**src/rtl/scalar_rf_writeback.sv**
```systemverilog
// scalar_rf_writeback
// Write-side front end for the scalar register file. The ALU result path and
// the load-return FIFO share the RF write port. Load returns are preferred
// because they are older. An ALU that has lost STARVE_LIMIT times in a row
// is force-granted. A pending scoreboard tracks destinations with writes
// still outstanding, and writes to the top (vector-config) register are
// flagged.
//
// Ports:
//   clk, rst_n                      clock, async active-low reset
//   alu_valid_i/alu_ready_o         ALU request handshake (ready = ALU wins)
//   alu_rd_i/alu_data_i/alu_func_i  ALU write payload
//   ld_valid_i/ld_ready_o           load-return handshake (ready = FIFO not full)
//   ld_rd_i/ld_data_i               load write payload
//   issue_valid_i/issue_rd_i        issued instruction destination (sets pending)
//   rd_o/wen_o/rd_data_o/func_o     registered RF write port
//   vcfg_wr_o                       write to register 2**REG_WIDTH-1, with wen_o
//   pending_o                       per-register outstanding-write bits
module scalar_rf_writeback #(
  parameter int DATA_WIDTH    = 16,
  parameter int REG_WIDTH     = 4,
  parameter int LD_FIFO_DEPTH = 4,
  parameter int STARVE_LIMIT  = 3
) (
  input  logic                    clk,
  input  logic                    rst_n,
  input  logic                    alu_valid_i,
  output logic                    alu_ready_o,
  input  logic [REG_WIDTH-1:0]    alu_rd_i,
  input  logic [DATA_WIDTH-1:0]   alu_data_i,
  input  logic [1:0]              alu_func_i,
  input  logic                    ld_valid_i,
  output logic                    ld_ready_o,
  input  logic [REG_WIDTH-1:0]    ld_rd_i,
  input  logic [DATA_WIDTH-1:0]   ld_data_i,
  input  logic                    issue_valid_i,
  input  logic [REG_WIDTH-1:0]    issue_rd_i,
  output logic [REG_WIDTH-1:0]    rd_o,
  output logic                    wen_o,
  output logic [DATA_WIDTH-1:0]   rd_data_o,
  output logic [1:0]              func_o,
  output logic                    vcfg_wr_o,
  output logic [2**REG_WIDTH-1:0] pending_o
);
  localparam int NREG = 2**REG_WIDTH;
  localparam int PW   = $clog2(LD_FIFO_DEPTH);
  localparam int SW   = $clog2(STARVE_LIMIT + 1);
  localparam logic [PW:0]           FULL_CNT = (PW+1)'(LD_FIFO_DEPTH);
  localparam logic [SW-1:0]         SLIM     = SW'(STARVE_LIMIT);
  localparam logic [REG_WIDTH-1:0]  VCFG_RD  = '1;
  localparam logic [NREG-1:0]       ONE      = NREG'(1);

  // load-return FIFO; storage needs no reset, the count defines validity
  logic [REG_WIDTH-1:0]  r_mem_rd   [LD_FIFO_DEPTH];
  logic [DATA_WIDTH-1:0] r_mem_data [LD_FIFO_DEPTH];
  logic [PW-1:0]         r_wptr, r_rptr;
  logic [PW:0]           r_cnt;
  logic [SW-1:0]         r_starve;
  logic [NREG-1:0]       r_pend;

  logic                  w_full, w_empty, w_enq, w_alu_win, w_ld_win, w_gnt;
  logic [REG_WIDTH-1:0]  w_gnt_rd;
  logic [DATA_WIDTH-1:0] w_gnt_data;
  logic [1:0]            w_gnt_func;
  logic [NREG-1:0]       w_set, w_clr;

  assign w_full      = (r_cnt == FULL_CNT);
  assign w_empty     = (r_cnt == '0);
  assign ld_ready_o  = !w_full;
  assign w_enq       = ld_valid_i && !w_full;
  // FIFO head wins unless the ALU has been starved long enough
  assign w_alu_win   = alu_valid_i && (w_empty || r_starve == SLIM);
  assign w_ld_win    = !w_empty && !w_alu_win;
  assign w_gnt       = w_alu_win || w_ld_win;
  assign alu_ready_o = w_alu_win;

  assign w_gnt_rd   = w_alu_win ? alu_rd_i   : r_mem_rd[r_rptr];
  assign w_gnt_data = w_alu_win ? alu_data_i : r_mem_data[r_rptr];
  assign w_gnt_func = w_alu_win ? alu_func_i : 2'b00;

  // set is applied after clear so a newly issued producer stays pending
  assign w_clr = w_gnt ? (ONE << w_gnt_rd) : '0;
  assign w_set = (issue_valid_i && issue_rd_i != '0) ? (ONE << issue_rd_i) : '0;
  assign pending_o = r_pend;

  always_ff @(posedge clk) begin
    if (w_enq) begin
      r_mem_rd[r_wptr]   <= ld_rd_i;
      r_mem_data[r_wptr] <= ld_data_i;
    end
  end

  always_ff @(posedge clk or negedge rst_n) begin
    if (!rst_n) begin
      r_wptr   <= '0;
      r_rptr   <= '0;
      r_cnt    <= '0;
      r_starve <= '0;
      r_pend   <= '0;
    end else begin
      if (w_enq)    r_wptr <= r_wptr + 1'b1;
      if (w_ld_win) r_rptr <= r_rptr + 1'b1;
      case ({w_enq, w_ld_win})
        2'b10:   r_cnt <= r_cnt + 1'b1;
        2'b01:   r_cnt <= r_cnt - 1'b1;
        default: r_cnt <= r_cnt;
      endcase
      if (alu_valid_i && !w_alu_win)
        r_starve <= (r_starve == SLIM) ? SLIM : r_starve + 1'b1;
      else
        r_starve <= '0;
      r_pend <= ((r_pend & ~w_clr) | w_set) & ~ONE;
    end
  end

  // registered RF write port; payload holds when nothing is granted
  always_ff @(posedge clk or negedge rst_n) begin
    if (!rst_n) begin
      rd_o      <= '0;
      wen_o     <= 1'b0;
      rd_data_o <= '0;
      func_o    <= 2'b00;
      vcfg_wr_o <= 1'b0;
    end else begin
      wen_o     <= w_gnt && (w_gnt_rd != '0);
      vcfg_wr_o <= w_gnt && (w_gnt_rd == VCFG_RD);
      if (w_gnt) begin
        rd_o      <= w_gnt_rd;
        rd_data_o <= w_gnt_data;
        func_o    <= w_gnt_func;
      end
    end
  end
endmodule

```
**config.mk**
```make
export PLATFORM = sky130hd
export DESIGN_NAME = scalar_rf_writeback
export DESIGN_NICKNAME = d
export VERILOG_FILES = /design/src/rtl/scalar_rf_writeback.sv
export SDC_FILE = /design/constraint.sdc
export NUM_CORES = 1
export LEC_CHECK = 0
export BUFFER_PORTS_ARGS = -buffer_cell sky130_fd_sc_hd__buf_2
export CAP_MARGIN = 20
export CORE_MARGIN = 8
export CORE_UTILIZATION = 40
export CTS_CLUSTER_SIZE = 10
export DETAILED_ROUTE_END_ITERATION = 6
export GPL_TIMING_DRIVEN = 0
export PLACE_DENSITY_LB_ADDON = 0.25
export SLEW_MARGIN = 20
export SYNTH_ARGS = -nofsm -noshare
export SYNTH_HDL_FRONTEND = slang
export SYNTH_SLANG_ARGS = --single-unit
```
**constraint.sdc**
```tcl
create_clock -name clk -period 5.2 [get_ports clk]
set_input_delay 0.52 -clock clk [delete_from_list [all_inputs] [get_ports clk]]
set_output_delay 0.52 -clock clk [all_outputs]
set_load 0.005 [all_outputs]
```
==> results of run 1 <==
-- synthesized netlist by cell type, drive strengths merged (4+ instances only) --
cell type   n
a211o       4
a31oi      20
and3        7
buf         7
clkbuf      9
dfrtp      48
edfxtp     80
ha          5
inv        12
mux4       20
nand2      38
nand2b      8
nand3      18
nor2       29
o211ai     20
o21ai       4
o221ai      7
xnor2       5
-- registers in the layout, indices dropped and copies added, names as in the netlist, 2 cells and up --
register    count
r_mem_data     64
rd_data_o      16
r_starve        2
func_o          2
r_rptr          2
rd_o            4
r_cnt           3
r_wptr          2
r_mem_rd       16
pending_o      15
-- power by group --
part	leakage [nW]	total [mW]	switching (mW)	internal, mW
clock	0.300	1.21	0.418	0.789
sequential	1.27	1.53	0.141	1.39
combinational	1.06	1.23	0.667	0.560
total	2.62	3.96	1.23	2.74
-- stage by stage --
stage / util (%) / cell area, um2 / power [mW]
2_1_floorplan: - / 5393 / 2.352
3_3_place_gp: 45.97 / 6063 / 2.758
3_5_place_dp: 45.99 / 6066 / 2.799
4_1_cts: 50.61 / 6675 / 4.018
5_1_grt: 50.66 / 6683 / 4.200
6_report: 50.66 / 6683 / 3.961
-- routing by layer --
metal / part of all wire, % / GRT usage (%) / up-vias
met2: 49 / 24.21 / 117
met1: 44 / 18.90 / 1740
met3: 5.3 / 4.268 / 14
met4: 1.8 / 7.084 / 0
met5: 0 / 0 / -
li1: - / - / 1642
-- critical path, stage by stage, from the launching register on --
cell,delay (ps)
sky130_fd_sc_hd__dfrtp_1,450
sky130_fd_sc_hd__nor3_2,420
sky130_fd_sc_hd__o21ai_2,280
sky130_fd_sc_hd__inv_2,190
sky130_fd_sc_hd__clkbuf_1,480
sky130_fd_sc_hd__buf_2,230
-- path summary, 6_finish.rpt --
path | start | end | cells after the start
max | r_cnt[1]$_DFFE_PN0P_ | alu_ready_o | 5
min | rst_n | rd_data_o[2]$_DFFE_PN0P_ | 1
max reg2reg | r_starve[1]$_DFF_PN0_ | r_cnt[1]$_DFFE_PN0P_ | 8
min reg2reg | r_starve[0]$_DFF_PN0_ | r_starve[0]$_DFF_PN0_ | 1
max in group asynchronous | rst_n | rd_o[1]$_DFFE_PN0P_ | 1
min in group clk | ld_data_i[12] | r_mem_data[0][12]$_DFFE_PP_ | 1
-- cell families after synthesis --
| family | Yosys count | synth area share [%] |
|---|---|---|
| DFF | 128 | 66.82 |
| and+or+nand+nor | 114 | 10.00 |
| AOI/OAI and AO/OA | 64 | 8.770 |
| buffers and inverters | 28 | 2.413 |
| muxes | 22 | 9.258 |
| xor gates and xnor gates | 7 | 1.137 |
| adders and majority gates | 6 | 1.531 |
| other | 1 | 0.06954 |
-- layout make-up --
class | instances | area [um2] | area share (%)
well taps | 176 | 220.2 | 3.295
flip-flops and latches | 128 | 3603 | 53.92
inverters | 12 | 45.04 | 0.6740
diodes | 1 | 2.502 | 0.03745
repair buffers | 90 | 452.9 | 6.778
plain buffers | 16 | 85.08 | 1.273
clock inverters | 10 | 135.1 | 2.022
clock buffers | 22 | 474.2 | 7.096
multi-input cells | 214 | 1664 | 24.90
==> summary.md, run 1 <==
The run finished with clean final reports. The reported leakage power was 2.625 nW; the routed wire length per instance was 19.24 um. The leading area contributor after synthesis is sky130_fd_sc_hd__edfxtp_1. Using the TritonRoute via totals, the vias-per-cell ratio works out to 5.251. During synthesis, Yosys emitted a total of 0 warnings.

IR analysis of the VDD net gives a maximum drop of 0.2610 mV. In this run, the number of DRC markers left after iteration 0 of detailed routing was 333. The final-report hold violation count was 0; the post-synthesis area per instance was 14.57 um2. The first detailed-routing pass took 5 iterations. The top cell types in the final layout, fill and taps aside, are sky130_fd_sc_hd__buf_2 (91), sky130_fd_sc_hd__edfxtp_1 (80), sky130_fd_sc_hd__dfrtp_1 (48), sky130_fd_sc_hd__nand2_1 (38), sky130_fd_sc_hd__nor2_1 (29).

The post-layout minimum cycle time was 2972 ps; the net count after synthesis was 427. The count of cell types in the netlist came out at 42. The placer congestion estimate was 0.8675.

The HPWL after detailed placement is 8863 um. Global routing consumed, over all layers together, 15.24% of the routing resources. In the post-synthesis netlist, the biggest area contributors are sky130_fd_sc_hd__edfxtp_1 (45%), sky130_fd_sc_hd__dfrtp_1 (22%), sky130_fd_sc_hd__mux4_2 (5.4%), sky130_fd_sc_hd__mux4_1 (3.4%), sky130_fd_sc_hd__o211ai_1 (2.8%). The post-cts gate resize count was 0; the transition time of the tightest slew-check pin was 776.3 ps. 93 I/O pins were placed. The run gives 536 as the net count of the finished layout. Buffers placed on the I/O ports in this run total 90. Fraction of registers with async set or reset after synthesis: 37.50%. The final instance count without filler cells is 669, and the total setup buffers inserted after CTS is 0.

The tool flagged a number of max-cap violations equal to 0. The die covers 17450 um2. In this run the horizontal extent of the chip is 132.1 um.

In this run the vertical extent of the chip is 132.1 um. The initial utilization of the core area, before any placement, comes to 40.88%. The synthesized design contains 80 enable-type register cells. The detail route stage leaves a number of antenna-violating nets equal to 0.

In the routed design, unresolved DRC markers number 0. For the total global routing overflow, the log shows 0. STA puts the critical path data arrival time at 2450 ps. Kind of end point of the critical path: an output pin.

The portion of the post-synthesis area used by sequential elements was 66.82%. The upper clock frequency limit was 0.3365 GHz. The run gives 2 as the buffer levels on the longest clock path. The tools report the placed cell count as 636.

Cells with a size suffix above 1 make up 30.28% of the layout. The power per unit of standard cell area was 592.7 nW/um2; the hold-fix buffer count after cts was 0. The tools report the final-report setup violation count as 0. The most frequent standard cell in the layout excluding fill and tap cells is sky130_fd_sc_hd__buf_2. Clock tree synthesis inserted a total of 17 buffers. Worst min-delay path class: in -> async. Total number of placement rows: 42. At the worst endpoint, the required time is 4680 ps. The first global-routing pass estimated 20780 um of wire. The setup check on the worst reg-to-reg path leaves a slack of 2460 ps. The largest driver fanout on the critical path is 10. Clock-pin slew was measured on the worst setup and hold paths at 60 ps. The netlist area before placement is 5393 um2, and the pre-CTS setup slack is 2481 ps. The floorplan step defined a core boundary enclosing 13190 um2.

The critical path in this run is classified as reg -> out. The run gives 141.4 ps as the worst hold margin. The max-slew violation total from the final report was 0. For this block, the routed nets add up to 12870 um of wire. Setup repair after global routing left no endpoint under its margin. Setup slack closes at 2228 ps.

Detailed routing inserted a total of 3513 vias. The synthesized design devotes to its leading area cell type 44.55% of total area. The layout-stage area growth over the synthesis result is 23.92%, and the maximum number of pins on one net before global-route repair is 49. The worst pin sits at a relative slew slack of 48.02%. The worst setup path is launched from a register. The logs give 128 for the TritonCTS sink count and 4 for the number of H-tree levels.

TritonCTS built the clock tree. Initial antenna violation count: 1. The clock tree root driver cell was sky130_fd_sc_hd__clkbuf_16.

On the final layout, the worst clock skew is 12.06 ps. The synthesized design contains 128 register bits. The most common flop cell mapped by yosys was sky130_fd_sc_hd__edfxtp_1. The via count of the first global-routing pass came out at 3832.

Setup total negative slack: 0 ps. The run gives 370 as the instance count of the mapped netlist. The layout has 1179 filler cells.

Dividing the final minimum period by the clock period gives 57.15%. The worst-skew pair later-pin latency was 410 ps.
Power figures use the tool's default switching activity.
==> run 2, diff against run 1 <==
clock period = 2.5 ns   (was 5.2 ns; I/O delays follow)
==> run 2 against run 1 <==
Sequential share of layout area is 0.36 points lower; first-iteration DRC count is 19% lower; combinational power is 110% higher; worst hold slack worse by 91 ps; critical endpoint is now r_cnt[2]$_DFFE_PN0P_; largest power group unchanged.
==> summary.md, run 2 (synthesized netlist as in run 1, its figures left out) <==
Measured along the x axis, the die boundary spans 132.1 um. Residual antenna-violating net count after detailed routing: 0. The logs give 42 for the total number of placement rows and 1 for the initial antenna violation count. For this configuration, the core starts out at a cell density of 40.88%. The reported leakage power is 2.641 nW. Most flop-heavy register: r_mem_data. The layout-stage area growth over the synthesis result is 24.76%. In this run the worst path has a maximum fanout of 6. Leaving out fill and tap cells, the most frequent cells in the layout are sky130_fd_sc_hd__buf_2 (91), sky130_fd_sc_hd__edfxtp_1 (80), sky130_fd_sc_hd__dfrtp_1 (48), sky130_fd_sc_hd__nand2_1 (38), sky130_fd_sc_hd__nor2_1 (28). Once placement finished, the instance area stood at 6066 um2. The total power draw was 8.288 mW.

The via count of the first global-routing pass is 3830. The die covers 17450 um2. Counting cells, the worst reg-to-reg path comes to 8. The post-layout minimum cycle time is 2284 ps, and the number of top-level pins is 93. Setup total negative slack: 0 ps. Cells with a size suffix above 1 make up 30.97% of the layout.

Max-cap violations in this run came to 0. The worst hold path terminates at r_mem_data[0][12]$_DFFE_PP_. The kind of end point of the critical path was a register. IR analysis of the VDD net gives a maximum drop of 0.5405 mV.

Based on the critical path, the design can be clocked at up to 0.4378 GHz. The hold path depth came out at 1. The run gives 13190 um2 as the area of the core region. The global-route wire length before repair was 20800 um; the vias per cell was 5.297. For this block, the initial DRC count from the detailed router was 270. The largest registers in the layout are r_mem_data: 64 flops, r_mem_rd: 16 flops, rd_data_o: 16 flops. The register with the most flip-flops in the layout has 64 of them. The total overflow left after global routing is 0. The critical path is of the reg -> reg type.

For the pin with the worst max-slew slack, the measured transition is 792.1 ps. The register clock-pin slew on the reported worst setup and hold paths is 60 ps. Prior to clock tree synthesis, the placed netlist has a worst setup slack of -219.2 ps. The critical path data arrival time is 2570 ps.

The final-report setup violation count was 0. The final-report hold violation count is 0, and the count of input and output buffers is 90. The run gives 538 as the net count of the finished layout.

The capture point of the worst reg-to-reg path was r_cnt[2]$_DFFE_PN0P_. Routability-driven placement finished with a final weighted congestion of 0.8675. In this run the tightest slew margin relative to its limit is 46.96%. For the worst reg-to-reg setup slack, the log shows 220 ps.

The run gives 2780 ps as the data required time of the worst path. The worst min-delay path class was in -> reg. Element type at the critical path start: a register.

The global-route usage over all layers is 15.28%. The post-DP HPWL is 8863 um. The tree built by TritonCTS fans out to 128 sinks. The design area is 6728 um2, and the total detailed-routing wirelength is 12970 um.

Launch point of the worst hold path: ld_data_i[12]. Of the available clock period, the critical path in the final layout requires 91.37%. Counting the buffers created by CTS gives 17. The run gives 3554 as the via total after detailed routing. The floorplan step set the die height to 132.1 um.

The first-pass iteration count of the detailed router was 5. TritonCTS built the clock tree. The run gives 11.63 ps as the clock skew. For the worst-skew pair, the clock arrives at the later sink with an insertion delay of 410 ps. The run finished with clean final reports. The worst-case setup margin in the final layout was 215.7 ps; the max-slew violation total from the final report was 0.

For this run, design rule violations remaining after detail routing come to 0. Setup repair after global routing left no endpoint under its margin. In this run the power density over the cells is 1232 nW/um2. The clock tree root driver cell was sky130_fd_sc_hd__clkbuf_16. After detailed routing, the average wire length per cell comes to 19.33 um. The startpoint identified for the worst register-to-register timing path is r_cnt[1]$_DFFE_PN0P_. For the maximum number of pins on one net before global-route repair, the log shows 49. The tools report the number of H-tree levels as 4. The longest clock path from root to sink contains 2 buffers.

Leaving out fill and tap cells, the most frequent cell in the layout is sky130_fd_sc_hd__buf_2.
-- run 2: cell count changes in the layout (fill, tap and decap cells not counted), sizes merged --
cell         delta
buf             +1
dlygate4sd3     +1
-- run 2: power by group --
part | switching [mW] | internal (mW) | total, mW
registers | 0.307 | 2.88 | 3.19
logic | 1.40 | 1.19 | 2.59
clock network | 0.871 | 1.64 | 2.51
total | 2.58 | 5.71 | 8.29
-- run 2: worst max-delay path: stages, from the launching register on --
cell	delay, ps
sky130_fd_sc_hd__dfrtp_1	470
sky130_fd_sc_hd__or3_4	460
sky130_fd_sc_hd__nor2_4	160
sky130_fd_sc_hd__nor2_1	100
sky130_fd_sc_hd__ha_1	230
sky130_fd_sc_hd__fa_1	380
sky130_fd_sc_hd__xnor2_1	160
sky130_fd_sc_hd__nor2_1	60
sky130_fd_sc_hd__xor2_1	140
-- run 2: final cells by class --
type,instances,area [um2]
Antenna cell,1,2.502
Buffer,16,86.33
Clock buffer,22,474.2
Clock inverter,10,135.1
Fill cell,1177,6462
Inverter,12,45.04
Multi-Input combinational cell,214,1690
Sequential cell,128,3603
Tap cell,176,220.2
Timing Repair Buffer,92,470.5
-- run 2: timing repair --
item / in CTS / in global routing
hold buffers: 1 / 0
pin swaps: 1 / 0
endpoints found under the setup margin: 3 / 1
endpoints found under the hold margin: 48 / 0
gates resized for setup: 3 / 3
buffers inserted: 1 / 0
-- run 2: stage by stage --
step / hold WS (ps) / util, % / instances
floorplan: -45.59 / - / 370
global placement: 460.5 / 45.97 / 636
detailed placement: 327.2 / 45.99 / 636
CTS: 37.61 / 50.83 / 670
global route: 43.91 / 51.01 / 671
finish: 50.66 / 51.01 / 671
-- run 2: worst max-delay path by stage --
| stage | startpoint | to | slack [ps] | depth (start not counted) |
|---|---|---|---|---|
| floorplan | r_starve[1]$_DFF_PN0_ | r_cnt[1]$_DFFE_PN0P_ | 270 | 8 |
| global placement | r_starve[1]$_DFF_PN0_ | r_cnt[1]$_DFFE_PN0P_ | -190 | 8 |
| detailed placement | r_starve[1]$_DFF_PN0_ | r_cnt[1]$_DFFE_PN0P_ | -220 | 8 |
| CTS | r_cnt[1]$_DFFE_PN0P_ | r_cnt[2]$_DFFE_PN0P_ | 100 | 8 |
| global route | r_cnt[1]$_DFFE_PN0P_ | r_cnt[2]$_DFFE_PN0P_ | 30 | 9 |
| finish | r_cnt[1]$_DFFE_PN0P_ | r_cnt[2]$_DFFE_PN0P_ | 220 | 8 |
-- run 2: routing by layer --
layer | vias to the layer above | track usage (%) | routed length (um)
met3 | 14 | 4.268 | 728
met5 | - | 0 | 0
li1 | 1649 | - | -
met4 | 0 | 6.956 | 229
met2 | 123 | 24.30 | 6323
met1 | 1768 | 19.00 | 5690
